[config.mk]
export PLATFORM = sky130hd
export DESIGN_NAME = mem_boot_loader
export DESIGN_NICKNAME = d
export VERILOG_FILES = /design/src/rtl/mem_boot_loader.sv
export SDC_FILE = /design/constraint.sdc
export NUM_CORES = 1
export LEC_CHECK = 0
export BUFFER_PORTS_ARGS = -buffer_cell sky130_fd_sc_hd__clkbuf_2
export CORE_MARGIN = 4
export CORE_UTILIZATION = 65
export CTS_BUF_LIST = sky130_fd_sc_hd__clkbuf_4 sky130_fd_sc_hd__clkbuf_8
export CTS_CLUSTER_DIAMETER = 80
export DETAILED_ROUTE_END_ITERATION = 10
export PLACE_DENSITY_LB_ADDON = 0.15
export SKIP_LAST_GASP = 1
export SYNTH_ARGS = -nofsm -noshare
export SYNTH_HDL_FRONTEND = slang
export SYNTH_SLANG_ARGS = --single-unit
[constraint.sdc]
create_clock -name clk -period 7.9 [get_ports clk]
set_input_delay 1.975 -clock clk [delete_from_list [all_inputs] [get_ports clk]]
set_output_delay 1.975 -clock clk [all_outputs]
set_load 0.01 [all_outputs]
[src/rtl/mem_boot_loader.sv]
// Boot sequencer: holds the CPU in reset while a length-prefixed byte stream is
// written into instruction memory then data memory as big-endian byte images.
module mem_boot_loader #(
  parameter int IM_BYTES = 256,
  parameter int DM_BYTES = 256,
  parameter int ADDR_W   = 16
) (
  input  logic              clk,
  input  logic              reset,
  input  logic              start,
  input  logic              in_valid,
  input  logic [7:0]        in_data,
  output logic              in_ready,
  output logic              im_we,
  output logic [ADDR_W-1:0] im_addr,
  output logic [7:0]        im_wdata,
  output logic              dm_we,
  output logic [ADDR_W-1:0] dm_addr,
  output logic [7:0]        dm_wdata,
  output logic              cpu_reset,
  output logic              done,
  output logic              error
);

  typedef enum logic [3:0] {
    S_IDLE,
    S_HDR0,
    S_HDR1,
    S_HDR2,
    S_HDR3,
    S_LOAD_IM,
    S_LOAD_DM,
    S_RELEASE,
    S_RUN,
    S_ERR
  } state_t;

  state_t            state, state_n;
  logic [ADDR_W-1:0] im_len, dm_len, idx, dm_len_full;
  logic              accept, im_last, dm_last, len_bad;

  assign accept      = in_valid && in_ready;
  // The low dm length byte is still on in_data while HDR3 decides where to go.
  assign dm_len_full = {dm_len[ADDR_W-9:0], in_data};
  assign len_bad     = (32'(im_len) > IM_BYTES) || (32'(dm_len_full) > DM_BYTES);
  assign im_last     = (idx == im_len - ADDR_W'(1));
  assign dm_last     = (idx == dm_len - ADDR_W'(1));

  assign in_ready  = (state == S_HDR0) || (state == S_HDR1) || (state == S_HDR2) ||
                     (state == S_HDR3) || (state == S_LOAD_IM) || (state == S_LOAD_DM);
  assign cpu_reset = (state != S_RUN);
  assign done      = (state == S_RUN);
  assign error     = (state == S_ERR);

  always_ff @(posedge clk) begin
    if (reset) state <= S_IDLE;
    else       state <= state_n;
  end

  always_comb begin
    state_n = state;
    case (state)
      S_IDLE:    if (start) state_n = S_HDR0;
      S_HDR0:    if (accept) state_n = S_HDR1;
      S_HDR1:    if (accept) state_n = S_HDR2;
      S_HDR2:    if (accept) state_n = S_HDR3;
      S_HDR3: begin
        if (accept) begin
          if (len_bad)                  state_n = S_ERR;
          else if (im_len != '0)        state_n = S_LOAD_IM;
          else if (dm_len_full != '0)   state_n = S_LOAD_DM;
          else                          state_n = S_RELEASE;
        end
      end
      S_LOAD_IM: begin
        if (accept && im_last) state_n = (dm_len != '0) ? S_LOAD_DM : S_RELEASE;
      end
      S_LOAD_DM: if (accept && dm_last) state_n = S_RELEASE;
      S_RELEASE: state_n = S_RUN;
      S_RUN:     if (start) state_n = S_HDR0;
      S_ERR:     state_n = S_ERR;
      default:   state_n = S_IDLE;
    endcase
  end

  // Header capture and the registered write ports; addr/data hold between strobes.
  always_ff @(posedge clk) begin
    if (reset) begin
      im_len   <= '0;
      dm_len   <= '0;
      idx      <= '0;
      im_we    <= 1'b0;
      im_addr  <= '0;
      im_wdata <= '0;
      dm_we    <= 1'b0;
      dm_addr  <= '0;
      dm_wdata <= '0;
    end else begin
      im_we <= 1'b0;
      dm_we <= 1'b0;
      if (accept) begin
        case (state)
          S_HDR0: im_len <= ADDR_W'(in_data);
          S_HDR1: im_len <= {im_len[ADDR_W-9:0], in_data};
          S_HDR2: dm_len <= ADDR_W'(in_data);
          S_HDR3: begin
            dm_len <= dm_len_full;
            idx    <= '0;
          end
          S_LOAD_IM: begin
            im_we    <= 1'b1;
            im_addr  <= idx;
            im_wdata <= in_data;
            idx      <= im_last ? '0 : idx + ADDR_W'(1);
          end
          S_LOAD_DM: begin
            dm_we    <= 1'b1;
            dm_addr  <= idx;
            dm_wdata <= in_data;
            idx      <= idx + ADDR_W'(1);
          end
          default: ;
        endcase
      end
    end
  end

endmodule

==> impl_results.md <==
- Status: finished, final reports clean
- Cts repair resizes: 0
- First-pass GRT wire length: 22700 microns
- Worst Hold End: im_addr[12]
- R2R setup slack: 4570 ps
- Multiplexer share of the synthesized area: 0.0254
- Worst Hold Path Cells: 2
- CP max stage delay: 590 ps
- Total number of vias: 4810
- Worst reg2reg path depth: 10
- Drt pass-1 iters: 5
- Die area: 9350 sq um
- Post-CTS Setup Bufs: 0
- Ant diodes: 0
- Commonest non-fill, non-tap cell in the layout: nand2_1
- Critical Path Slowest Stage Cell: dfxtp_1
- CORE AREA: 7690 sq um
- Ys async rst share: 0
- Number of vias per cell: 6.04
- Initial antenna violation count: 0
- Most used flip-flop cell after synthesis: dfxtp_1
- Relative slew slack: 0.319
- VDD IR-drop max: 0.155 mV
- CTS tree: yes
- WP data arrival: 1800 ps
- Fin. Hold Viols: 0
- Largest family of logic cells by synthesized area: simple AND/OR/NAND/NOR gates
- RSZ-0062 raised after global routing: false
- Post-synth EDFFs: 0
- Setup_tns: 0 ps
- CTS sink count: 102
- CP Max Fanout: 12
- Area growth from synthesis to layout: 9.54%
- Post-route insts no fill: 797
- Vias in the first global route: 4530
- Post-Syn Instances: 661
- Critical-path cell list: inv_1 -> nor4b_1 -> clkbuf_2
- Placed Cells incl. Taps: 781
- Synth Area in Adders: 0.0122
- Buffers & Inverters on Critical Path: 2
- Commonest non-fill, non-tap cells in the layout: nand2_1, dfxtp_1, a21oi_1
- Placer Congestion: 0.914
- Area of the mapped netlist: 5110 sq um
- Ys Warns: 0
- Hold Crit Start: im_addr[12]
- Slew at the pin closest to its max-slew limit: 1010 ps
- Die Span Y: 96.7 microns
- Worst Clk Skew: 16.7 ps
- Final setup violation count: 0
- HPWL Detailed: 9620 microns
- Synth Area in XOR/XNOR: 0.0925
- Top Family by Delay on Critical Path: flip-flops
- Die width: 96.7 microns
- Io pins: 66
- Initial DRC count: 577
- Starting Density: 0.665
- Port bufs: 65
- Final Max Slew Viols: 0
- Cell count along the critical path: 3
- CTS buffer count: 9
- Crit path kind: reg -> out
- Post-Route WL: 14100 microns
- Core Rows: 32
- Post-Synth Simple-Gate Area: 0.268
- # hold bufs at CTS: 0
- Fin crit period: 3770 ps
- CTS Buffer Depth: 2
- Grt total ovfl: 0
- Fin nets: 707
- Htree depth: 3
- Leakage power: 2.24 nW
- Worst skew pair latency: 380 ps
- P per Cell Area: 237 nW/um^2
- GRT Total Usage: 0.297
- Worst reg2reg path endpoint: idx[1]
- Post-Route Utilization: 0.729
- Layout cell share with drive strength beyond 1: 0.145
- CP required: 5930 ps
- Max Clk Rate: 265 MHz
- Clock root buffer: clkbuf_8
- Element type at the critical path start: register
- DRC Markers: 0
- Complex-gate fraction of the synthesized area: 0.147
- Syn_nets: 678
- Ratio of final minimum period to clock period: 0.478
- Drt wl/cell: 17.7 microns
- Hold_ws: 467 ps
- RR Startpoint: im_len[0]
- Netlist cell types: 58
- Hold/Removal Path Class: reg -> reg
- Post-DRT Antenna Nets: 0
- Avg Cell Area, Syn: 7.74 sq um
- Max-cap violation count: 0
- Largest net degree at the start of global routing: 87
- Reg clk slew, reported paths: 110 ps
- Register bit total from synthesis: 102
- CP Capture Type: primary output
- Sequential-to-total area share from yosys stat: 0.399
[power by group]
group / switching [mW] / total [mW] / leakage (nW) / internal [mW]
registers: 0.0462 / 0.579 / 0.822 / 0.532
logic: 0.226 / 0.390 / 1.30 / 0.164
clock network: 0.203 / 0.360 / 0.113 / 0.157
total: 0.474 / 1.33 / 2.24 / 0.854
[cells in the mapped netlist (3+ instances only)]
cell	instances	area share
nand2b_1	7	0.0086
or4_1	3	0.0044
inv_1	13	0.0095
ha_1	5	0.012
dfxtp_1	102	0.40
nor2_1	56	0.041
nor2b_1	4	0.0049
nand2_1	140	0.10
clkbuf_1	43	0.032
a22oi_1	8	0.012
nor4_1	10	0.012
xnor2_1	27	0.046
buf_2	4	0.0039
nand3b_1	6	0.0088
o21ai_0	7	0.0069
a31o_2	3	0.0051
or2_2	3	0.0037
xor2_1	27	0.046
o31a_1	3	0.0051
nand4_1	7	0.0086
a21oi_1	74	0.072
buf_6	3	0.0066
nor3_1	16	0.016
o31ai_1	4	0.0059
or3_1	5	0.0061
mux2i_1	13	0.025
nand3_1	24	0.023
and3_1	5	0.0061
[layout make-up]
type                            instances  area [sq um]
Multi-Input combinational cell        494          2790
Sequential cell                       102          2040
Inverter                               13          48.8
Timing Repair Buffer                   70           363
Fill cell                             634          2090
Clock inverter                          7           103
Tap cell                              102           128
Clock buffer                            9           124
[sequential cells by signal (all words and copies together), names as in the netlist]
register and count:
im_we 1, im_wdata 8, dm_we 1, dm_len 16, state 4, dm_wdata 8, im_addr 16, idx 16
im_len 16, dm_addr 16
[per-layer routing]
layer | global-route usage | up-vias | share of wire
li1 | - | 2304 | -
met1 | 0.384 | 2246 | 0.40
met2 | 0.488 | 225 | 0.48
met3 | 0.0598 | 35 | 0.083
met4 | 0.118 | 0 | 0.032
met5 | 0 | - | 0
[worst max-delay path by stage]
stage,startpoint,to,slack [ps]
floorplan,in_valid,idx[13],4400
global placement,in_valid,idx[13],4000
detailed placement,in_valid,idx[15],3890
CTS,state[0],error,4150
global route,state[0],error,3990
finish,state[0],error,4130
[kinds of logic (layout without fill, tap and decap cells)]
family / after synthesis / count (layout)
AO/OA/AOI/OAI: 124 / 124
XOR/XNOR: 54 / 54
adder cells (fa/ha/maj): 5 / 5
buffers and inverters: 65 / 99
flip-flops: 102 / 102
multiplexers: 13 / 13
AND/OR/NAND/NOR: 298 / 298
[worst register-to-register path: stages (launching register included)]
cell and delay, ps:
dfxtp_1 470, inv_1 80, ha_1 310, nand2b_1 160, a21oi_1 80, a311o_1 340, a2111oi_0 510, nand4b_1 290
a211oi_1 340, or2_1 510, nor2_1 120
[through the flow]
step	setup WS (ps)	total power [mW]	cell area, sq um
2_1_floorplan	4400	0.899	5110
3_3_place_gp	4000	0.955	5380
3_5_place_dp	3890	0.967	5380
4_1_cts	4150	1.32	5600
5_1_grt	3990	1.39	5600
6_report	4130	1.33	5600
Power figures use the tool's default switching activity.
